File: src/rtl/tile_renderer.sv
// Walks a 16x16 tile board and streams one plot pixel per cycle to the VGA adapter.
// Optional TILE_RENDERER_SKIP_EMPTY_EN: tiles whose colour is 3'b000 are not painted.
module tile_renderer #(
    parameter int          TILE_W      = 30,
    parameter int          X_ORIGIN    = 80,
    parameter int          Y_ORIGIN    = 0,
    parameter int          MEM_LAT     = 2,
    parameter logic [2:0]  BG_COLOUR   = 3'b000,
    parameter logic [2:0]  GRID_COLOUR = 3'b111
) (
    input  logic       clock,
    input  logic       reset,
    input  logic       start,
    input  logic       abort,
    output logic [7:0] mem_address,
    output logic       mem_rden,
    input  logic [2:0] mem_q,
    output logic [9:0] x,
    output logic [8:0] y,
    output logic [2:0] colour,
    output logic       plot,
    output logic       busy,
    output logic       done
);

    localparam int PW = (TILE_W > 1) ? $clog2(TILE_W) : 1;
    localparam logic [PW-1:0] PX_LAST = PW'(TILE_W - 1);
    localparam logic [1:0]    W_LAST  = 2'(MEM_LAT - 1);

    typedef enum logic [2:0] {IDLE, FETCH, WAIT, PAINT, DONE} state_t;

    state_t          state_q, state_d;
    logic [7:0]      tile_q, tile_d;
    logic [PW-1:0]   px_q, px_d;
    logic [PW-1:0]   py_q, py_d;
    logic [1:0]      wcnt_q, wcnt_d;
    logic [2:0]      tcol_q, tcol_d;

    logic [7:0]      mem_address_d;
    logic            mem_rden_d;
    logic [9:0]      x_d;
    logic [8:0]      y_d;
    logic [2:0]      colour_d;
    logic            plot_d;
    logic            busy_d;
    logic            done_d;

    always_ff @(posedge clock or negedge reset) begin
        if (!reset) begin
            state_q     <= IDLE;
            tile_q      <= '0;
            px_q        <= '0;
            py_q        <= '0;
            wcnt_q      <= '0;
            tcol_q      <= '0;
            mem_address <= '0;
            mem_rden    <= 1'b0;
            x           <= '0;
            y           <= '0;
            colour      <= '0;
            plot        <= 1'b0;
            busy        <= 1'b0;
            done        <= 1'b0;
        end else begin
            state_q     <= state_d;
            tile_q      <= tile_d;
            px_q        <= px_d;
            py_q        <= py_d;
            wcnt_q      <= wcnt_d;
            tcol_q      <= tcol_d;
            mem_address <= mem_address_d;
            mem_rden    <= mem_rden_d;
            x           <= x_d;
            y           <= y_d;
            colour      <= colour_d;
            plot        <= plot_d;
            busy        <= busy_d;
            done        <= done_d;
        end
    end

    always_comb begin
        state_d = state_q;
        tile_d  = tile_q;
        px_d    = px_q;
        py_d    = py_q;
        wcnt_d  = wcnt_q;
        tcol_d  = tcol_q;
        unique case (state_q)
            IDLE: begin
                if (start) begin
                    state_d = FETCH;
                    tile_d  = '0;
                end
            end
            FETCH: begin
                state_d = WAIT;
                wcnt_d  = '0;
            end
            WAIT: begin
                if (wcnt_q == W_LAST) begin
                    tcol_d  = mem_q;
                    px_d    = '0;
                    py_d    = '0;
                    state_d = PAINT;
`ifdef TILE_RENDERER_SKIP_EMPTY_EN
                    if (mem_q == 3'b000) begin
                        if (tile_q == 8'hFF) begin
                            state_d = DONE;
                        end else begin
                            tile_d  = tile_q + 8'd1;
                            state_d = FETCH;
                        end
                    end
`endif
                end else begin
                    wcnt_d = wcnt_q + 2'd1;
                end
            end
            PAINT: begin
                if (px_q == PX_LAST) begin
                    px_d = '0;
                    if (py_q == PX_LAST) begin
                        py_d = '0;
                        // tile 255 never wraps back to 0
                        if (tile_q == 8'hFF) begin
                            state_d = DONE;
                        end else begin
                            tile_d  = tile_q + 8'd1;
                            state_d = FETCH;
                        end
                    end else begin
                        py_d = py_q + 1'b1;
                    end
                end else begin
                    px_d = px_q + 1'b1;
                end
            end
            DONE: state_d = IDLE;
            default: state_d = IDLE;
        endcase
        if (abort) begin
            state_d = IDLE;
            tile_d  = '0;
            px_d    = '0;
            py_d    = '0;
            wcnt_d  = '0;
        end
    end

    // Outputs are computed from the next state so they register in step with it.
    always_comb begin
        mem_address_d = tile_d;
        mem_rden_d    = (state_d == FETCH);
        plot_d        = (state_d == PAINT);
        busy_d        = (state_d != IDLE);
        done_d        = (state_d == DONE);
        x_d           = '0;
        y_d           = '0;
        colour_d      = '0;
        if (plot_d) begin
            x_d = 10'(X_ORIGIN) + 10'(tile_d[3:0]) * 10'(TILE_W) + 10'(px_d);
            y_d = 9'(Y_ORIGIN) + 9'(tile_d[7:4]) * 9'(TILE_W) + 9'(py_d);
            if (px_d == '0 || py_d == '0) begin
                colour_d = GRID_COLOUR;
            end else if (tcol_d == 3'b000) begin
                colour_d = BG_COLOUR;
            end else begin
                colour_d = tcol_d;
            end
        end
    end

endmodule

File: config.mk
export PLATFORM = sky130hd
export DESIGN_NAME = tile_renderer
export DESIGN_NICKNAME = d
export VERILOG_FILES = /design/src/rtl/tile_renderer.sv
export SDC_FILE = /design/constraint.sdc
export NUM_CORES = 1
export LEC_CHECK = 0
export CORE_MARGIN = 8
export CORE_UTILIZATION = 30
export CTS_CLUSTER_DIAMETER = 150
export DETAILED_ROUTE_END_ITERATION = 10
export DONT_BUFFER_PORTS = 1
export GPL_TIMING_DRIVEN = 0
export PLACE_DENSITY = 0.53
export SLEW_MARGIN = 25
export SYNTH_ARGS = -nofsm -noshare
export SYNTH_HDL_FRONTEND = slang
export SYNTH_SLANG_ARGS = --single-unit
File: constraint.sdc
create_clock -name clock -period 9.7 [get_ports clock]
set_input_delay 1.94 -clock clock [delete_from_list [all_inputs] [get_ports clock]]
set_output_delay 1.94 -clock clock [all_outputs]
set_load 0.01 [all_outputs]
==> impl_metrics.env, run 1 <==
export IMPL_yosysSeqAreaShare_pct=35.6
export IMPL_worstSkewPairLatency_ns=0.30
export IMPL_diodes=0
export IMPL_cts_sinks=52
export IMPL_syn_avg_cell_area_sq_um=9.54
export IMPL_dp_cells=530
export IMPL_netlist_instances=383
export IMPL_yosysWarnings=0
export IMPL_synth_edf_count=0
export IMPL_fin_nets=451
export IMPL_final_util_pct=33.5
export IMPL_synthFlopType="dfrtp_1"
export IMPL_htreeDepth=2
export IMPL_yosysTopAreaCellShare_pct=35.6
export IMPL_grt_pass1_vias=2829
export IMPL_final_common_cell="dfrtp_1"
export IMPL_cts_max_path_buffers=2
export IMPL_die_w_um=126
export IMPL_finalMaxSlewViolations=0
export IMPL_grt_usage_pct=11.6
export IMPL_synth_seq_cells=52
export IMPL_power_density_mw_per_mm2=119
export IMPL_overflow=0
export IMPL_slew_headroom_pct=53.6
export IMPL_ctsResizeCount=0
export IMPL_dp_hpwl_mm=6.68
export IMPL_fin_cells=538
export IMPL_grt_antenna_before_repair=0
export IMPL_maxCapViolations=0
export IMPL_io_buffers=0
export IMPL_place_area_sq_mm=0.00384
export IMPL_finalWorstSetupSlack_ns=3.57
export IMPL_area_delta_synth_final_pct=9.62
export IMPL_grt_max_degree=53
export IMPL_yosysTopAreaCell="dfrtp_1"
export IMPL_start_kind="input port"
export IMPL_fin_crit_ns=6.13
export IMPL_power_leakage_nw=2.02
export IMPL_ys_top_cells_by_area="dfrtp_1 (36%), ha_1 (14%), fa_1 (6.6%)"
export IMPL_period_share_pct=63.2
export IMPL_timing_fmax_mhz=163
export IMPL_gp_congestion=0.859
export IMPL_wire_per_inst_um=16.6
export IMPL_viasPerCell=5.22
export IMPL_hold_ws_ns=0.485
export IMPL_hold_class="reg -> reg"
export IMPL_dp_worst_setup_slack_ns=3.32
export IMPL_critPathKind="in -> reg"
export IMPL_final_cell_mix="dfrtp_1 (52), ha_1 (42), inv_1 (39), nor2_1 (35), a21oi_1 (28)"
export IMPL_hold_violations=0
export IMPL_grt_pass1_wl_mm=14.8
export IMPL_rows=40
export IMPL_post_cts_setup_buffers=0
export IMPL_status="finished clean"
export IMPL_path_clk_slew_ns=0.07
export IMPL_vdd_ir_drop_max_mv=0.0594
export IMPL_worstMarginPinSlew_ns=0.694
export IMPL_arrival_ns=6.32
export IMPL_drt_pass1_iterations=4
export IMPL_pin_count=41
export IMPL_cts_buffers=5
export IMPL_ctsHoldBuffers=0
export IMPL_drive_above_1_share_pct=5.63
export IMPL_fillers=1219
export IMPL_routed_wl_mm=8.94
export IMPL_first_iter_violations=173
export IMPL_endpoint_kind="flip-flop"
export IMPL_start_util_pct=30.5
export IMPL_finalSetupTns_ns=0
export IMPL_setup_viol=0
export IMPL_clockRootBuffer="clkbuf_16"
export IMPL_crit_required_ns=9.88
export IMPL_rsz0062_at_grt="no"
export IMPL_skew_ns=0.00672
export IMPL_cts_tree="built"
export IMPL_drtAntennaViolNets=0
export IMPL_netlist_area_sq_mm=0.00365
export IMPL_vias=2808
export IMPL_async_reset_ff_share_pct=100
export IMPL_drc=0
export IMPL_power_uw=477
export IMPL_design_area_sq_mm=0.00401
export IMPL_dieArea_sq_mm=0.0160
export IMPL_ys_types=53
export IMPL_crit_fanout=10
export IMPL_die_y_um=126
export IMPL_fp_coreArea_sq_mm=0.0120
export IMPL_syn_num_nets=444
==> final cells by class <==
class | count | area (sq um) | area share [%]
inverters | 39 | 146 | 3.66
multi-input cells | 280 | 2140 | 53.4
plain buffers | 12 | 67.6 | 1.69
well taps | 147 | 184 | 4.59
clock inverters | 3 | 42.5 | 1.06
flip-flops and latches | 52 | 1300 | 32.5
clock buffers | 5 | 125 | 3.12
==> flip-flops by register name, summed over array words and instances, names as in the netlist <==
register / flops
x: 10
y: 9
tile_q: 8
px_q: 5
py_q: 5
colour: 3
state_q: 3
tcol_q: 3
wcnt_q: 2
busy: 1
done: 1
mem_rden: 1
plot: 1
==> cells in the mapped netlist, drive strengths merged, types with 2 or more instances <==
master / n
a21o: 9
a31oi: 9
xnor2: 9
o21bai: 2
buf: 7
fa: 12
nor2b: 7
a21oi: 29
and4: 2
inv: 39
nand2b: 5
nand2: 16
nor3: 15
mux2i: 5
nor4: 4
clkbuf: 5
xor2: 5
nand3b: 3
or4: 2
o21ai: 21
a41oi: 2
or3: 7
nand3: 8
nand4: 5
and3: 6
o21a: 2
nor2: 35
dfrtp: 52
ha: 42
==> worst max-delay path: stages <==
cell and delay, ns:
clkbuf_1 0.45, clkbuf_1 0.52, nor2_1 0.26, fa_1 0.57, inv_1 0.06, fa_1 0.49
inv_1 0.07, fa_1 0.49, inv_1 0.05, ha_1 0.26, inv_1 0.04, ha_1 0.30
nor2b_1 0.15, o21ai_0 0.15, nand2b_1 0.11, a21oi_1 0.19, xnor2_1 0.14, nor2_1 0.06
==> logic make-up after synthesis <==
logic type               synth area share [%]
AO/OA/AOI/OAI                            14.0
XOR/XNOR                                 3.97
adder cells (fa/ha/maj)                  21.0
buffers and inverters                    5.86
flip-flops                               35.6
multiplexers                             1.37
AND/OR/NAND/NOR                          18.2
==> metal layers <==
layer | GRT usage (%) | wire length (um) | up-vias
met1 | 14.4 | 4060 | 1389
li1 | - | - | 1344
met5 | 0 | 0 | -
met3 | 3.48 | 615 | 10
met4 | 4.39 | 164 | 0
met2 | 18.7 | 4090 | 65
==> final timing paths <==
| check | depth (start not counted) | start | slack, ns | end |
|---|---|---|---|---|
| worst min register to register | 2 | tcol_q[2]$_DFF_PN0_ | 0.49 | tcol_q[2]$_DFF_PN0_ |
| max in group asynchronous | 0 | reset | 8.26 | y[4]$_DFF_PN0_ |
| min in group asynchronous | 0 | reset | 1.33 | mem_rden$_DFF_PN0_ |
| worst max register to register | 22 | tile_q[0]$_DFF_PN0_ | 4.31 | x[8]$_DFF_PN0_ |
| worst max-delay path | 18 | abort | 3.57 | x[8]$_DFF_PN0_ |
| worst min-delay path | 2 | tcol_q[2]$_DFF_PN0_ | 0.49 | tcol_q[2]$_DFF_PN0_ |
==> where the power goes <==
| group | switching [mW] | total, mW | internal (mW) |
|---|---|---|---|
| combinational | 0.0267 | 0.0393 | 0.0126 |
| clock | 0.0851 | 0.207 | 0.122 |
| sequential | 0.00552 | 0.231 | 0.226 |
| total | 0.117 | 0.477 | 0.360 |
Note: power is estimated with default switching activity, not from simulation.
==> inputs of run 2 (changes only) <==
- PLACE_DENSITY: 0.53 -> 0.54
- clock period: 9.7 -> 4.95 ns (I/O delays scaled with it)
==> impl_metrics.env, run 2 (synthesized netlist as in run 1, its figures left out) <==
export IMPL_pin_count=41
export IMPL_grt_pass1_wl_mm=15.0
export IMPL_fp_coreArea_sq_mm=0.0120
export IMPL_final_common_cell="dfrtp_1"
export IMPL_drive_above_1_share_pct=16.8
export IMPL_endpoint_kind="flip-flop"
export IMPL_first_iter_violations=229
export IMPL_area_delta_synth_final_pct=16.2
export IMPL_crit_required_ns=5.12
export IMPL_worstSkewPairLatency_ns=0.29
export IMPL_dp_cells=530
export IMPL_reg2reg_depth=19
export IMPL_dp_worst_setup_slack_ns=-0.476
export IMPL_dp_hpwl_mm=6.68
export IMPL_routed_wl_mm=9.23
export IMPL_largest_reg_flops=10
export IMPL_reg2reg_from="px_q[1]$_DFF_PN0_"
export IMPL_final_cell_mix="dfrtp_1 (48), ha_1 (39), inv_1 (37), nor2_1 (30)"
export IMPL_skew_ns=0.00364
export IMPL_wire_per_inst_um=16.6
export IMPL_htreeDepth=2
export IMPL_power_uw=876
export IMPL_gp_congestion=0.855
export IMPL_grt_pass1_vias=2869
export IMPL_regMostFlops="x"
export IMPL_fin_nets=471
export IMPL_reg2reg_to="y[8]$_DFF_PN0_"
export IMPL_drt_pass1_iterations=4
export IMPL_vias=2862
export IMPL_start_kind="flip-flop"
export IMPL_hold_violations=0
export IMPL_vdd_ir_drop_max_mv=0.109
export IMPL_io_buffers=0
export IMPL_start_util_pct=30.5
export IMPL_cts_buffers=5
export IMPL_maxCapViolations=0
export IMPL_crit_fanout=7
export IMPL_setup_viol=0
export IMPL_clockRootBuffer="clkbuf_16"
export IMPL_power_leakage_nw=2.13
export IMPL_period_share_pct=96.0
export IMPL_crit_start="px_q[1]$_DFF_PN0_"
export IMPL_critPathKind="reg -> reg"
export IMPL_grt_max_degree=53
export IMPL_dieArea_sq_mm=0.0160
export IMPL_drtAntennaViolNets=0
export IMPL_finalWorstSetupSlack_ns=0.196
export IMPL_cts_tree="built"
export IMPL_overflow=0
export IMPL_status="finished clean"
export IMPL_diodes=0
export IMPL_grt_antenna_before_repair=0
export IMPL_reg_top3="x: 10 flops, y: 9 flops, tile_q: 8 flops"
export IMPL_fin_crit_ns=4.75
export IMPL_hold_ws_ns=0.384
export IMPL_die_w_um=126
export IMPL_cts_max_path_buffers=2
export IMPL_die_y_um=126
export IMPL_arrival_ns=4.93
export IMPL_cts_sinks=52
export IMPL_reg2reg_setup_slack_ns=0.20
export IMPL_finalMaxSlewViolations=0
export IMPL_fin_cells=557
export IMPL_cp_endpoint="y[8]$_DFF_PN0_"
export IMPL_rows=40
export IMPL_place_area_sq_mm=0.00384
export IMPL_worstMarginPinSlew_ns=0.706
export IMPL_drc=0
export IMPL_power_density_mw_per_mm2=206
export IMPL_hold_class="in -> async"
export IMPL_grt_usage_pct=11.8
export IMPL_viasPerCell=5.14
export IMPL_design_area_sq_mm=0.00425
export IMPL_timing_fmax_mhz=210
export IMPL_slew_headroom_pct=52.8
export IMPL_path_clk_slew_ns=0.07
==> run 2: cell count changes in the layout (fill, tap and decap cells not counted), moves of 3 or more <==
cell	previous run	this run
buf_4	3	24
a21oi_2	1	5
nor2_2	0	3
nor3_1	15	12
dfrtp_2	0	4
ha_1	42	39
nor2_1	35	30
a21oi_1	28	24
dfrtp_1	52	48
==> run 2: worst min path at each step <==
stage                     depth (start not counted)  slack, ns                  end                 from
after detailed placement                          2       0.47  tcol_q[2]$_DFF_PN0_  tcol_q[2]$_DFF_PN0_
after floorplan                                   2       0.45  tcol_q[0]$_DFF_PN0_  tcol_q[0]$_DFF_PN0_
after global placement                            2       0.47  tcol_q[1]$_DFF_PN0_  tcol_q[1]$_DFF_PN0_
after global routing                              0       0.37   mem_rden$_DFF_PN0_                reset
final                                             0       0.38   mem_rden$_DFF_PN0_                reset
after CTS                                         0       0.38   mem_rden$_DFF_PN0_                reset
==> run 2: final cells by class <==
cell class	count	area, sq um
flip-flops and latches	52	1310
fillers	1232	7710
repair buffers	21	158
inverters	39	146
clock buffers	6	129
plain buffers	11	72.6
clock inverters	1	5.00
well taps	147	184
multi-input cells	280	2250
==> run 2: power breakdown <==
part	switching, mW	internal (mW)	total (mW)
registers	0.0111	0.443	0.454
logic	0.0537	0.0256	0.0794
clock network	0.158	0.185	0.342
==> run 2: critical path: stages, from the launching register on <==
cell,delay (ns)
dfrtp_1,0.41
inv_1,0.07
ha_2,0.19
and4_1,0.21
buf_6,0.14
nand2_2,0.08
or4_4,0.46
nor2_4,0.10
o21ai_0,0.08
o211a_2,0.17
fa_1,0.53
inv_1,0.05
fa_1,0.47
inv_1,0.06
fa_2,0.51
ha_1,0.25
a21o_1,0.18
and4b_1,0.22
xnor3_1,0.31
nor2b_1,0.14
==> run 2: per-stage QoR <==
step | utilization [%] | setup TNS, ns
after floorplan | - | 0
after global placement | 32.1 | -1.44
after detailed placement | 32.1 | -1.63
after CTS | 33.7 | -0.00430
after global routing | 35.5 | -0.0625
final | 35.5 | 0
==> run 2: repair_timing <==
item | 4_1_cts | 5_1_grt
pin swaps | 3 | 12
setup endpoints to repair | 6 | 5
setup buffers | 3 | 18
gates resized for setup | 13 | 28
hold buffers | 0 | 0
==> run 2: routing by layer <==
metal | track usage, % | up-vias | wire length (um)
li1 | - | 1391 | -
met1 | 14.6 | 1382 | 4040
met2 | 19.3 | 78 | 4370
met3 | 3.73 | 11 | 718
met4 | 3.11 | 0 | 104
met5 | 0 | - | 0
